--- config.mk ---
export PLATFORM = sky130hd
export DESIGN_NAME = dir_hist_accum
export DESIGN_NICKNAME = d
export VERILOG_FILES = /design/src/rtl/dir_hist_accum.sv
export SDC_FILE = /design/constraint.sdc
export NUM_CORES = 1
export LEC_CHECK = 0
export CAP_MARGIN = 30
export CORE_MARGIN = 2
export CORE_UTILIZATION = 51
export DETAILED_ROUTE_END_ITERATION = 10
export HOLD_SLACK_MARGIN = 0.05
export PLACE_DENSITY = 0.77
export SLEW_MARGIN = 20
export SYNTH_ARGS = -nofsm -noshare
export SYNTH_HDL_FRONTEND = slang
export SYNTH_SLANG_ARGS = --single-unit
--- constraint.sdc ---
create_clock -name clk -period 3.7 [get_ports clk]
set_input_delay 0.74 -clock clk [delete_from_list [all_inputs] [get_ports clk]]
set_output_delay 0.74 -clock clk [all_outputs]
set_load 0.05 [all_outputs]
--- src/rtl/dir_hist_accum.sv ---
// 16-bin gradient-orientation histogram accumulator with saturating bins and a
// one-pulse packed output. Optional circular [1 2 1]/4 smoothing via HIST_SMOOTH_EN.
module dir_hist_accum #(
  parameter int CNT_DW = 16,
  parameter int MAG_DW = 8
) (
  input  logic                  clk,
  input  logic                  rst,
  input  logic                  sample_valid,
  input  logic [3:0]            sample_dir,
  input  logic [MAG_DW-1:0]     sample_mag,
  input  logic                  sample_last,
  output logic                  valid_out,
  output logic [16*CNT_DW-1:0]  dir_hist,
  output logic                  sat_flag
);

  localparam int NBIN = 16;

  logic [CNT_DW-1:0]      acc [NBIN];
  logic                   sat_trk;
  logic [CNT_DW:0]        sum;
  logic [CNT_DW-1:0]      upd;
  logic                   sat_ev;
  logic                   close;
  logic [NBIN*CNT_DW-1:0] hist_nxt;

  // One adder serves the addressed bin; the carry out is the saturation event.
  always_comb begin
    sum    = {1'b0, acc[sample_dir]} + (CNT_DW+1)'(sample_mag);
    upd    = sum[CNT_DW] ? '1 : sum[CNT_DW-1:0];
    sat_ev = sample_valid & sum[CNT_DW];
    close  = sample_valid & sample_last;
  end

  // Histogram as it stands after this edge's sample, used at close.
  always_comb begin
    hist_nxt = '0;
    for (int unsigned k = 0; k < NBIN; k++) begin
      hist_nxt[k*CNT_DW +: CNT_DW] = (4'(k) == sample_dir) ? upd : acc[k];
    end
  end

  always_ff @(posedge clk or negedge rst) begin
    if (!rst) begin
      for (int unsigned k = 0; k < NBIN; k++) acc[k] <= '0;
      sat_trk <= 1'b0;
    end else if (close) begin
      for (int unsigned k = 0; k < NBIN; k++) acc[k] <= '0;
      sat_trk <= 1'b0;
    end else if (sample_valid) begin
      acc[sample_dir] <= upd;
      if (sat_ev) sat_trk <= 1'b1;
    end
  end

`ifdef HIST_SMOOTH_EN
  logic [NBIN*CNT_DW-1:0] s1_hist;
  logic                   s1_valid;
  logic                   s1_sat;
  logic [NBIN*CNT_DW-1:0] smooth;
  logic [CNT_DW+1:0]      ssum;

  always_ff @(posedge clk or negedge rst) begin
    if (!rst) begin
      s1_hist  <= '0;
      s1_valid <= 1'b0;
      s1_sat   <= 1'b0;
    end else begin
      s1_valid <= close;
      if (close) begin
        s1_hist <= hist_nxt;
        s1_sat  <= sat_trk | sat_ev;
      end
    end
  end

  // Sum of 4 weights fits in CNT_DW+2 bits, so >>2 always fits back in CNT_DW.
  always_comb begin
    smooth = '0;
    ssum   = '0;
    for (int unsigned k = 0; k < NBIN; k++) begin
      ssum = {2'b00, s1_hist[((k + NBIN - 1) % NBIN)*CNT_DW +: CNT_DW]}
           + {1'b0, s1_hist[k*CNT_DW +: CNT_DW], 1'b0}
           + {2'b00, s1_hist[((k + 1) % NBIN)*CNT_DW +: CNT_DW]};
      smooth[k*CNT_DW +: CNT_DW] = ssum[CNT_DW+1:2];
    end
  end

  always_ff @(posedge clk or negedge rst) begin
    if (!rst) begin
      valid_out <= 1'b0;
      dir_hist  <= '0;
      sat_flag  <= 1'b0;
    end else begin
      valid_out <= s1_valid;
      if (s1_valid) begin
        dir_hist <= smooth;
        sat_flag <= s1_sat;
      end
    end
  end
`else
  always_ff @(posedge clk or negedge rst) begin
    if (!rst) begin
      valid_out <= 1'b0;
      dir_hist  <= '0;
      sat_flag  <= 1'b0;
    end else begin
      valid_out <= close;
      if (close) begin
        dir_hist <= hist_nxt;
        sat_flag <= sat_trk | sat_ev;
      end
    end
  end
`endif

endmodule

Word-level counts from Yosys, hierarchy flattened
Index checks and enable logic that the tools add are counted.
{"block": "op_classes", "addsub": 1, "magnitude_cmp": 2, "n_eq_ne": 15, "muxes": 28, "n_bitwise": 4, "reduce_logical": 5}
{"cell": "2-to-1 mux 256 bit", "count": 2}
{"cell": "2-to-1 mux 16 bit", "count": 20}
{"cell": "bitwise mux 256 bit", "count": 1}
{"cell": "binary-select mux 16 bit (select 4 bit)", "count": 1}
{"cell": "demux 16 bit (select 4 bit)", "count": 1}
{"cell": "equality test 4 bit, first input constant", "count": 8}
{"cell": "adder 16 x 8 -> 17 bit", "count": 1}
{"cell": "equality test 3 x 4 -> 1 bit, first input constant", "count": 4}
{"cell": "equality test 2 x 4 -> 1 bit, first input constant", "count": 2}
{"cell": "greater-or-equal comparator 5 bit, second input constant", "count": 1}
{"cell": "< comparator 5 x 1 -> 1 bit, second input constant", "count": 1}
{"cell": "inverter 4 -> 5 bit", "count": 1}
{"cell": "equality test 1 x 4 -> 1 bit, first input constant", "count": 1}
{"cell": "logical NOT 4 bit", "count": 1}
{"cell": "nonzero test 2 bit", "count": 2}
{"cell": "2-to-1 mux 1 bit", "count": 3}
{"cell": "bitwise AND 1 bit", "count": 2}
{"cell": "AND reduction 2 bit", "count": 1}
{"cell": "logical AND 1 bit", "count": 1}
{"cell": "OR 1 bit", "count": 1}
{"block": "word_totals", "register_bits": 515, "input_bits": 16, "wordCells": 75}

Logic depth before layout (Yosys ltp)
Gate-level depths: netlist of run 1.
{"block": "logic_depth", "ltp_word": 9, "mapped_depth": 19, "mapped_depth_nobuf": 11}

Least setup slack after synthesis of run 1
No wires, ideal clock.
{"block": "synth_path", "kind": "input-to-reg", "start": "in sample_dir[0]", "end": "reg dir_hist[201]", "setup_ns": 0.126, "arrival_time_ns": 5.448, "t_required_ns": 3.574, "path_slack_ns": -1.874, "cell_stages": 18, "n_path_buf": 7, "cell_sequence": "buf_6 > buf_12 > buf_12 > clkbuf_1 > buf_1 > mux4_2 > mux4_2 > ha_1 > fa_1 > a21o_1 > a211oi_1 > or2_2 > a21oi_1 > and4_4 > or3b_1 > buf_2 > buf_6 > a221o_1"}
{"block": "synth_between", "elab_chain_cells": 7, "word_cells_on_any_way": 8}
{"item": "from (decl)", "line": "10", "source": "input logic [3:0] sample_dir,"}
{"item": "inverter 4 -> 5 bit (not written as such)", "line": "30", "source": "sum = {1'b0, acc[sample_dir]} + (CNT_DW+1)'(sample_mag);"}
{"item": "binary-select mux 16 bit (select 4 bit)", "line": "30"}
{"item": "2-to-1 mux 16 bit (not written as such) (2 in series)", "line": "30"}
{"item": "adder 16 x 8 -> 17 bit", "line": "30"}
{"item": "2-to-1 mux 16 bit", "line": "31", "source": "upd = sum[CNT_DW] ? '1 : sum[CNT_DW-1:0];"}
{"item": "2-to-1 mux 16 bit (*)", "line": "40", "source": "hist_nxt[k*CNT_DW +: CNT_DW] = (4'(k) == sample_dir) ? upd : acc[k];"}
{"item": "to (signal assigned)", "line": "112", "source": "dir_hist <= hist_nxt;"}
{"item": "to (decl)", "line": "14", "source": "output logic [16*CNT_DW-1:0] dir_hist,"}
Every way passes the cells marked *; elsewhere a longest branch is shown, timed or not. The select of a mux whose other input is x is not followed.
A chain may end at the register's enable or synchronous reset.

Worst setup path in the final report of run 1
{"block": "layout_path", "start": "reg acc[32] in the netlist's numbering", "end": "reg dir_hist[209]"}
{"block": "layout_between", "elab_chain_cells": 6}
{"item": "from (decl)", "line": "20", "source": "logic [CNT_DW-1:0] acc [NBIN];"}
{"item": "from (signal, indexed assignment)", "line": "52", "source": "acc[sample_dir] <= upd;"}
{"item": "binary-select mux 16 bit (select 4 bit)", "line": "30"}
{"item": "2-to-1 mux 16 bit (not written as such) (2 in series)", "line": "30"}
{"item": "adder 16 x 8 -> 17 bit", "line": "30"}
{"item": "2-to-1 mux 16 bit", "line": "31"}
{"item": "2-to-1 mux 16 bit", "line": "40"}
No other way between the ends. The select of a mux whose other input is x is not followed.

==> impl_metrics.csv, run 1 <==
group,metric,value,unit
run_status,run_status,"finished with violations",
run_status,failed_checks,"setup timing",
worst_setup_path,ff2ff_path_depth,16,
clock_network,max-clock-path-buffers,3,
timing,grt_setup_unrepaired,"yes",
worst_setup_path,worst_r2r_startpoint,"acc[32]",
timing,post-route-worst-setup-slack,-0.161,ns
floorplan,die_w,216,µm
timing,finalWorstPathRequiredPeriod,3.86,ns
floorplan,fp.coreArea,0.0443,mm²
route,postRouteWirelength,84400,µm
route,ant_nets,0,
synth,post_synth_mux_area_share,7.26,%
synth,synth_compound_gate_area_share,19.8,%
worst_setup_path,worst-endpoint-arrival,4.33,ns
route,vias,20700,
place,placed_area,0.0276,mm²
timing,drv_slew,0,
synth,synth-simple-area-share,12.7,%
timing,final.period_utilization,104,%
synth,number_of_distinct_standard_cells_referenced_by_the_synthesized_netlist,49,
route,detail_route.first_pass.iterations,6,
worst_hold_path,worst_hold_path_type,"primary input to async pin",
synth,dominant_combinational_cell_family_by_area_after_synthesis,"compound AO/OA/AOI/OAI gates",
global_route,remaining_overflow_grt,0,
cells_and_area,num-nets-final,2499,
synth,syn_area_per_cell,11.0,µm²
route,route.detailed.drc,0,
synth,ys_seq_elements,515,
floorplan,rows,77,
worst_setup_path,r2r_setup_slack,-0.16,ns
route,first_iter_violations,3101,
timing,maxSlewHeadroom,48.6,%
synth,syn_area,0.0230,mm²
floorplan,floorplan.initialDensity,51.8,%
worst_setup_path,timing.setup.critical_path_class,"register to register",
cells_and_area,syn2layout_area_growth,33.9,%
worst_setup_path,family_of_cells_with_the_greatest_summed_delay_on_the_critical_path,"multiplexers",
place,port-buffer-count,273,
worst_setup_path,crit_path_max_incr_delay,0.52,ns
timing,fmax,259,MHz
global_route,antenna_found_initial,1,
timing,timing.final.hold_violations,0,
worst_setup_path,crit_chain,"mux4_2, mux4_2, ha_4, fa_2, a21o_1, a211oi_2, or2_4, a21oi_4, and4_4, buf_12, buf_8, buf_12, nor2_4, buf_6, clkbuf_16, o21ai_1",
clock_network,cts_num_sinks,515,
synth,yosys.area_share.adder,0.523,%
worst_setup_path,crit_path_max_fanout,7,
floorplan,die_y,216,µm
cells_and_area,final_core_util,69.4,%
synth,synth-edff-count,0,
clock_network,htree_levels,2,
synth,synth_warnings,0,
synth,synth_fp_nets,2114,
cells_and_area,finalInstanceArea,0.0308,mm²
worst_setup_path,path_buf_inv,5,
power_and_ir_drop,cellLeakagePower,14.5,nW
worst_setup_path,crit-reg2reg-capture,"dir_hist[209]",
synth,predominant_post_synthesis_flop_cell,"sky130_fd_sc_hd__dfrtp_1",
timing,finClkSkew,0.0227,ns
power_and_ir_drop,ir_drop,313,µV
route,avgRoutedWirePerCell,27.2,µm
clock_network,cts_tree,"done",
synth,netlist_instances,2089,
worst_setup_path,start_kind,"register",
place,place.detailed.hpwl,55200,µm
clock_network,clock_tree.root_cell,"sky130_fd_sc_hd__clkbuf_16",
floorplan,fp.dieArea,0.0467,mm²
global_route,grt_max_degree,129,
timing,max_slew.worst_pin.slew,0.766,ns
worst_setup_path,slowest_stage,"sky130_fd_sc_hd__mux4_2",
global_route,first_global_vias,20300,
run,cap_violations,0,
worst_setup_path,worstPathRequired,4.17,ns
global_route,first_pass_grt_wire_length,126000,µm
synth,share_of_the_synthesized_netlist_area_taken_by_xor_and_xnor_gates,0.305,%
global_route,grt_util_all_layers,35.6,%
clock_network,clk_pin_slew,0.06,ns
route,avgViaCountPerCell,6.67,
worst_setup_path,setup.worst_path.end_class,"register",
synth,synth.yosys.seq_area_share,56.1,%
synth,asyncSetResetFlopFracSynth,100,%
clock_network,clk-insertion-delay-late,0.61,ns
clock_network,cts_made_buffers,51,
floorplan,pin_count,274,
cells_and_area,fraction_of_layout_cells_with_a_size_suffix_above_1,20.6,%
power_and_ir_drop,cellPowerDensity,431,mW/mm²
place,place_congestion,0.959,
clock_network,cts_hold_repair.buffers,0,
timing,setup_viol,231,
-- per-stage QoR --
stage / power, mW / hold WS [ns] / worst slack (ns) / std cells / TNS, ns
after global routing: 13.6 / 0.198 / -0.219 / 3101 / -36.94
final: 13.3 / 0.156 / -0.161 / 3102 / -13.82
after floorplan: 6.90 / 0.444 / -1.04 / 2089 / -398.40
after detailed placement: 7.68 / 0.469 / -0.938 / 2966 / -380.06
after CTS: 13.1 / 0.159 / -0.145 / 3096 / -15.40
after global placement: 7.65 / 0.464 / -0.938 / 2965 / -358.01
-- registers in the layout, summed over array words and instances, names as in the netlist --
register / flops
acc: 256
dir_hist: 256
sat_flag: 1
sat_trk: 1
valid_out: 1
-- worst max-delay path by stage --
| stage | start | endpoint | slack [ns] | cells past startpoint |
|---|---|---|---|---|
| 6_report | acc[32] | dir_hist[209] | -0.16 | 16 |
| 5_1_grt | acc[192] | acc[81] | -0.22 | 16 |
| 4_1_cts | acc[192] | dir_hist[105] | -0.14 | 12 |
| 3_5_place_dp | sample_dir[0] | dir_hist[93] | -0.94 | 14 |
| 3_3_place_gp | sample_dir[0] | dir_hist[93] | -0.94 | 14 |
| 2_1_floorplan | sample_dir[0] | dir_hist[201] | -1.04 | 18 |
-- Yosys cell counts (7+ instances only) --
master	n	share of area, %
sky130_fd_sc_hd__and3_1	241	6.6
sky130_fd_sc_hd__o22ai_1	16	0.44
sky130_fd_sc_hd__buf_2	20	0.44
sky130_fd_sc_hd__clkbuf_1	141	2.3
sky130_fd_sc_hd__nand2b_1	10	0.27
sky130_fd_sc_hd__nor2_1	72	1.2
sky130_fd_sc_hd__o21ai_0	308	6.7
sky130_fd_sc_hd__nor3_1	9	0.20
sky130_fd_sc_hd__ha_1	8	0.44
sky130_fd_sc_hd__dfrtp_1	515	56
sky130_fd_sc_hd__a21oi_1	167	3.6
sky130_fd_sc_hd__a22o_1	104	4.0
sky130_fd_sc_hd__o21ai_1	16	0.35
sky130_fd_sc_hd__nand2_1	221	3.6
sky130_fd_sc_hd__mux4_2	73	7.2
sky130_fd_sc_hd__buf_1	8	0.13
sky130_fd_sc_hd__nor2b_1	7	0.19
sky130_fd_sc_hd__a221o_1	96	4.2
-- where the power goes --
group	internal [mW]	leakage [nW]	switching (mW)
Clock	3.11	0.831	2.20
Combinational	0.726	6.50	1.30
Sequential	5.78	7.12	0.131
-- kinds of logic after synthesis --
group,count (synthesis)
AO/OA/AOI/OAI,721
flip-flops,515
buffers and inverters,179
multiplexers,75
AND/OR/NAND/NOR,582
adder cells (fa/ha/maj),9
XOR/XNOR,8
-- metal layers --
metal	vias to the layer above	share of wire, %	GRT usage, %
met4	0	5.9	18.7
li1	8598	-	-
met2	1541	45	53.9
met5	-	0	0
met1	10200	37	47.6
met3	315	12	8.97
-- repair_timing --
| item | 4_1_cts | 5_1_grt |
|---|---|---|
| setup buffers | 29 | 3 |
| pin swaps | 54 | 52 |
| gates cloned | 14 | 5 |
| resized for setup | 248 | 82 |
| setup endpoints to repair | 477 | 478 |
-- layout by cell type, fill, tap and decap left out, types with 3 or more instances in the layout --
cell type,synthesis,routed
sky130_fd_sc_hd__buf_16,0,12
sky130_fd_sc_hd__a21oi_1,167,163
sky130_fd_sc_hd__xor2_1,3,3
sky130_fd_sc_hd__nor2_2,3,3
sky130_fd_sc_hd__o21ai_0,308,148
sky130_fd_sc_hd__clkbuf_8,0,8
sky130_fd_sc_hd__clkdlybuf4s50_1,0,270
sky130_fd_sc_hd__nor3_1,9,9
sky130_fd_sc_hd__buf_4,1,156
sky130_fd_sc_hd__xnor2_1,5,3
sky130_fd_sc_hd__a22o_1,104,104
sky130_fd_sc_hd__o21ai_4,0,4
sky130_fd_sc_hd__a21o_1,3,3
sky130_fd_sc_hd__clkbuf_1,141,12
sky130_fd_sc_hd__clkbuf_16,0,58
sky130_fd_sc_hd__o21ai_1,16,85
sky130_fd_sc_hd__a21oi_2,1,4
sky130_fd_sc_hd__nand2b_1,10,6
sky130_fd_sc_hd__mux4_2,73,73
sky130_fd_sc_hd__nor2_1,72,67
sky130_fd_sc_hd__buf_6,4,11
sky130_fd_sc_hd__buf_8,0,6
sky130_fd_sc_hd__o22ai_1,16,16
sky130_fd_sc_hd__ha_1,8,6
sky130_fd_sc_hd__nand2b_4,0,4
sky130_fd_sc_hd__dfrtp_1,515,515
sky130_fd_sc_hd__and3_1,241,241
sky130_fd_sc_hd__a221o_1,96,96
sky130_fd_sc_hd__bufinv_16,0,5
sky130_fd_sc_hd__nor2_4,0,5
sky130_fd_sc_hd__nand2_1,221,220
sky130_fd_sc_hd__o21ai_2,0,87
sky130_fd_sc_hd__buf_12,2,48
sky130_fd_sc_hd__nand3_1,5,4
sky130_fd_sc_hd__clkinv_2,0,8
sky130_fd_sc_hd__nor2b_1,7,6
-- layout make-up --
class,count,area [µm²]
sequential,515,12900
clock buffer,73,1480
antenna,1,2.50
fill,3079,13600
timing repair buffer,508,5500
clock inverter,15,206
inverter,3,16.3
multi-input combinational,1395,9920
tap,592,741
Note: power is estimated with default switching activity, not from simulation.
==> run 2, diff against run 1 <==
- CORE_UTILIZATION: 51 -> 50
- MAX_ROUTING_LAYER: unset -> met4
- PLACE_DENSITY: 0.77 -> 0.76
==> impl_metrics.csv, run 2 (same netlist as run 1, synthesis figures left out) <==
group,metric,value,unit
worst_setup_path,crit_path_max_incr_delay,0.51,ns
cells_and_area,final-instance-count-excl-fill,3085,
global_route,global_route.peak_usage_layer,"met2",
timing,fmax,258,MHz
floorplan,floorplan.initialDensity,50.6,%
power_and_ir_drop,ir_drop,373,µV
global_route,first_global_vias,19700,
timing,max_slew.worst_pin.slew,0.947,ns
timing,grt_setup_unrepaired,"yes",
timing,maxSlewHeadroom,36.4,%
worst_setup_path,crit_path_top_cell_by_count,"sky130_fd_sc_hd__mux4_2",
run_status,failed_checks,"setup timing",
route,ant_nets,0,
worst_setup_path,slowest_stage,"sky130_fd_sc_hd__mux4_2",
route,postRouteWirelength,83000,µm
timing,timing.final.hold_violations,0,
run,cap_violations,0,
worst_setup_path,timing.setup.critical_path_class,"register to register",
timing,finClkSkew,0.0171,ns
global_route,grt_util_all_layers,34.9,%
worst_setup_path,start_kind,"register",
worst_setup_path,ff2ff_path_depth,12,
worst_setup_path,setup.worst_path.end_class,"register",
timing,setup_total_negative_slack,-24.22,ns
floorplan,fp.coreArea,0.0454,mm²
timing,drv_slew,0,
cells_and_area,largestRegisters,"acc x256, dir_hist x256",
worst_setup_path,worstPathRequired,4.17,ns
cells_and_area,num-nets-final,2467,
route,vias,20300,
route,first_iter_violations,2755,
worst_setup_path,crit-reg2reg-capture,"dir_hist[121]",
power_and_ir_drop,cellLeakagePower,14.1,nW
worst_setup_path,worst_r2r_startpoint,"acc[32]",
place,port-buffer-count,273,
timing,finalWorstPathRequiredPeriod,3.87,ns
timing,post-route-worst-setup-slack,-0.170,ns
cells_and_area,syn2layout_area_growth,31.3,%
global_route,first_pass_grt_wire_length,121000,µm
cells_and_area,layout.filler_cells,3359,
clock_network,clk-insertion-delay-late,0.60,ns
place,placed_cells_incl_taps,2962,
clock_network,cts_tree,"done",
floorplan,die_y,218,µm
global_route,grt_max_degree,127,
cells_and_area,fraction_of_layout_cells_with_a_size_suffix_above_1,17.8,%
cells_and_area,final_cell_mix,"sky130_fd_sc_hd__dfrtp_1, sky130_fd_sc_hd__clkdlybuf4s50_1, sky130_fd_sc_hd__and3_1",
clock_network,max-clock-path-buffers,3,
floorplan,pin_count,274,
cells_and_area,diodes,0,
clock_network,htree_levels,2,
route,avgViaCountPerCell,6.57,
floorplan,rows,78,
cells_and_area,ff_latch_area,0.0129,mm²
clock_network,clk_pin_slew,0.06,ns
worst_setup_path,worstSetupPathDepth,12,
worst_setup_path,crit_chain,"mux4_2, mux4_2, ha_4, fa_2, a21o_1, a211oi_2, or2_4, a21oi_4, and4_4, or3b_4, buf_12, a221o_1",
route,avgRoutedWirePerCell,26.9,µm
floorplan,fp.dieArea,0.0477,mm²
route,detail_route.first_pass.iterations,6,
worst_setup_path,worst-endpoint-arrival,4.34,ns
global_route,remaining_overflow_grt,0,
global_route,globalRouteMet2Util,50.7,%
clock_network,cts_made_buffers,52,
worst_setup_path,crit_path_max_fanout,20,
power_and_ir_drop,cellPowerDensity,435,mW/mm²
run_status,run_status,"finished with violations",
floorplan,die_w,218,µm
global_route,antenna_found_initial,1,
timing,final.period_utilization,105,%
worst_setup_path,family_of_cells_with_the_greatest_summed_delay_on_the_critical_path,"multiplexers",
cells_and_area,area_of_combinational_cells_with_multiple_inputs,0.00970,mm²
worst_setup_path,path_buf_inv,1,
place,place_congestion,0.990,
route,route.detailed.drc,0,
clock_network,cts_hold_repair.buffers,0,
clock_network,cts_num_sinks,515,
clock_network,clock_tree.root_cell,"sky130_fd_sc_hd__clkbuf_16",
place,post-place-ws,-0.851,ns
worst_hold_path,worst_hold_path_type,"primary input to async pin",
cells_and_area,most_common_library_cell_in_the_layout_ignoring_fill_and_taps,"sky130_fd_sc_hd__dfrtp_1",
timing,setup_viol,360,
place,place.detailed.hpwl,55900,µm
global_route,grtUsageMet3,8.55,%
worst_setup_path,r2r_setup_slack,-0.17,ns
global_route,met1_capacity_usage_during_global_routing,45.9,%
-- run 2: cell count changes in the layout (fill, tap and decap cells not counted), sizes merged --
cell           previous run  this run
dlymetal6s2s              0         1
buf                     233       199
clkinv                    9        11
inv                       3         7
clkinvlp                  1         4
diode                     1         0
bufinv                    5         4
clkbuf                   78        80
clkdlybuf4s50           270       269
-- run 2: through the flow --
stage	util, %	total power [mW]	hold slack (ns)	area, µm²
floorplan	-	6.90	0.444	23300
global placement	60.8	7.66	0.473	27600
detailed placement	60.9	7.68	0.474	27600
CTS	65.3	13.0	0.260	29600
global route	66.5	13.4	0.284	30200
finish	66.5	13.1	0.247	30200
-- run 2: worst max path at each step --
stage / from / to / slack (ns)
after floorplan: sample_dir[0] / dir_hist[201] / -1.04
after global placement: sample_dir[0] / dir_hist[13] / -0.77
after detailed placement: sample_dir[0] / dir_hist[121] / -0.85
after CTS: acc[144] / dir_hist[121] / -0.11
after global routing: acc[48] / dir_hist[153] / -0.20
final: acc[32] / dir_hist[121] / -0.17
-- run 2: routing by layer --
metal	vias to the layer above	wire (µm)
li1	8522	-
met1	10000	30700
met2	1443	37600
met3	282	10200
met4	0	4590
met5	-	0
-- run 2: final cells by class --
class	count	area share (%)
flip-flops and latches	515	42.7
multi-input cells	1395	32.1
repair buffers	475	16.8
clock buffers	74	4.96
well taps	600	2.49
clock inverters	23	0.821
inverters	3	0.0539
-- run 2: report_power, final --
group	internal (mW)	switching, mW
clock	3.11	2.27
sequential	5.78	0.134
combinational	0.605	1.21
total	9.50	3.61
-- run 2: what timing repair did --
item,4_1_cts,5_1_grt
setup endpoints to repair,335,418
setup buffers,7,9
cloned,3,8
gates resized for setup,35,205
pin swaps,2,20
hold endpoints to repair,0,0
==> run 3, diff against run 2 <==
- MAX_ROUTING_LAYER: met4 -> unset
==> impl_metrics.csv, run 3 (same netlist as run 1, synthesis figures left out) <==
group,metric,value,unit
floorplan,die_w,218,µm
floorplan,rows,78,
timing,grt_setup_unrepaired,"yes",
run_status,run_status,"finished with violations",
worst_setup_path,worst-endpoint-arrival,4.38,ns
route,avgRoutedWirePerCell,27.0,µm
worst_setup_path,timing.setup.critical_path_class,"register to register",
cells_and_area,fraction_of_layout_cells_with_a_size_suffix_above_1,22.7,%
global_route,remaining_overflow_grt,0,
cells_and_area,final-instance-count-excl-fill,3166,
worst_setup_path,r2r_setup_slack,-0.22,ns
route,vias,20800,
worst_setup_path,path_buf_inv,1,
timing,setup_viol,399,
timing,fin_hold_ws,0.107,ns
global_route,antenna_found_initial,0,
worst_setup_path,crit_chain,"mux4_2, mux4_2, ha_4, fa_2, a21o_1, a211oi_2, or2_4, a21oi_4, and4_4, or3b_4, buf_12, a221o_1",
worst_setup_path,crit_path_max_incr_delay,0.54,ns
route,avgViaCountPerCell,6.56,
global_route,grt_util_all_layers,34.8,%
route,detail_route.first_pass.iterations,8,
timing,timing.final.hold_violations,0,
power_and_ir_drop,cellLeakagePower,14.7,nW
place,placed_cells_incl_taps,3034,
floorplan,fp.coreArea,0.0454,mm²
worst_setup_path,crit_path_top_cell_by_count,"sky130_fd_sc_hd__mux4_2",
timing,drv_slew,0,
timing,post-route-worst-setup-slack,-0.215,ns
worst_hold_path,worst_hold_path_type,"primary input to async pin",
clock_network,cts_num_sinks,515,
route,postRouteWirelength,85400,µm
place,place.detailed.hpwl,56300,µm
cells_and_area,ff_latch_area,0.0129,mm²
place,placed_area,0.0283,mm²
worst_setup_path,slowest_stage,"sky130_fd_sc_hd__mux4_2",
worst_setup_path,setup.worst_path.end_class,"register",
cells_and_area,area_of_combinational_cells_with_multiple_inputs,0.00995,mm²
run_status,failed_checks,"setup timing",
worst_setup_path,worst_r2r_startpoint,"acc[48]",
worst_setup_path,crit_path_max_fanout,32,
route,ant_nets,0,
route,first_iter_violations,2686,
clock_network,cts_made_buffers,52,
route,route.detailed.drc,0,
clock_network,clock_tree.root_cell,"sky130_fd_sc_hd__clkbuf_16",
cells_and_area,diodes,0,
global_route,first_pass_grt_wire_length,125000,µm
cells_and_area,finalInstanceArea,0.0312,mm²
cells_and_area,syn2layout_area_growth,35.8,%
worst_setup_path,ff2ff_path_depth,12,
cells_and_area,layout.filler_cells,3199,
place,port-buffer-count,273,
floorplan,fp.dieArea,0.0477,mm²
floorplan,floorplan.initialDensity,50.6,%
timing,final.period_utilization,106,%
cells_and_area,largestRegisters,"acc x256, dir_hist x256",
power_and_ir_drop,total_power,13.0,mW
timing,maxSlewHeadroom,46.9,%
clock_network,clk-insertion-delay-late,0.62,ns
clock_network,cts_tree,"done",
cells_and_area,most_common_library_cell_in_the_layout_ignoring_fill_and_taps,"sky130_fd_sc_hd__dfrtp_1",
floorplan,pin_count,274,
timing,finClkSkew,0.0359,ns
place,place_congestion,0.960,
run,cap_violations,0,
worst_setup_path,crit_end,"dir_hist[105]",
global_route,grt_max_degree,117,
timing,max_slew.worst_pin.slew,0.797,ns
floorplan,die_y,218,µm
worst_setup_path,worstPathRequired,4.17,ns
worst_setup_path,family_of_cells_with_the_greatest_summed_delay_on_the_critical_path,"multiplexers",
clock_network,max-clock-path-buffers,3,
clock_network,cts_hold_repair.buffers,0,
power_and_ir_drop,ir_drop,328,µV
cells_and_area,final_cell_mix,"sky130_fd_sc_hd__dfrtp_1, sky130_fd_sc_hd__clkdlybuf4s50_1, sky130_fd_sc_hd__and3_1",
global_route,first_global_vias,20300,
cells_and_area,num-nets-final,2555,
timing,fmax,255,MHz
clock_network,clk_pin_slew,0.06,ns
worst_setup_path,setup_crit_start,"acc[48]",
worst_setup_path,crit-reg2reg-capture,"dir_hist[105]",
worst_setup_path,start_kind,"register",
power_and_ir_drop,cellPowerDensity,416,mW/mm²
clock_network,htree_levels,2,
timing,finalWorstPathRequiredPeriod,3.92,ns
worst_setup_path,worstSetupPathDepth,12,
-- run 3: repair_timing --
action | CTS | global route
setup endpoints to repair | 491 | 498
gates cloned | 10 | 8
resized for setup | 159 | 228
setup buffers | 19 | 8
pin swaps | 9 | 90
-- run 3: cell type report --
class,instances,area share (%)
repair buffers,563,19.2
multi-input cells,1395,31.9
inverters,3,0.0521
flip-flops and latches,515,41.3
well taps,600,2.41
clock inverters,13,0.333
clock buffers,77,4.80
-- run 3: power breakdown --
part,internal (mW),total [mW],switching (mW)
sequential,5.78,5.91,0.123
combinational,0.715,2.01,1.29
clock,2.85,5.08,2.22
total,9.35,13.0,3.64
-- run 3: how the worst min path moves through the flow --
stage | from | end | slack [ns] | cells past startpoint
4_1_cts | rst | dir_hist[18] | 0.12 | 1
6_report | rst | dir_hist[9] | 0.11 | 1
2_1_floorplan | rst | acc[0] | 0.44 | 0
3_3_place_gp | sat_trk | sat_trk | 0.47 | 2
5_1_grt | rst | dir_hist[9] | 0.14 | 1
3_5_place_dp | sat_trk | sat_trk | 0.48 | 2
-- run 3: routing by layer --
| layer | share of wire [%] | vias up | routed length [µm] | GRT usage, % |
|---|---|---|---|---|
| li1 | - | 8714 | - | - |
| met1 | 38 | 10300 | 32400 | 47.0 |
| met2 | 45 | 1487 | 38600 | 52.7 |
| met3 | 11 | 292 | 9730 | 8.36 |
| met4 | 5.4 | 0 | 4640 | 17.7 |
| met5 | 0 | - | 0 | 0 |
-- run 3: per-stage QoR --
step	TNS, ns	setup slack (ns)	utilization [%]
after floorplan	-398.40	-1.04	-
after global placement	-363.83	-0.866	62.2
after detailed placement	-369.73	-0.877	62.3
after CTS	-18.95	-0.166	67.2
after global routing	-65.29	-0.252	68.7
final	-41.06	-0.215	68.7
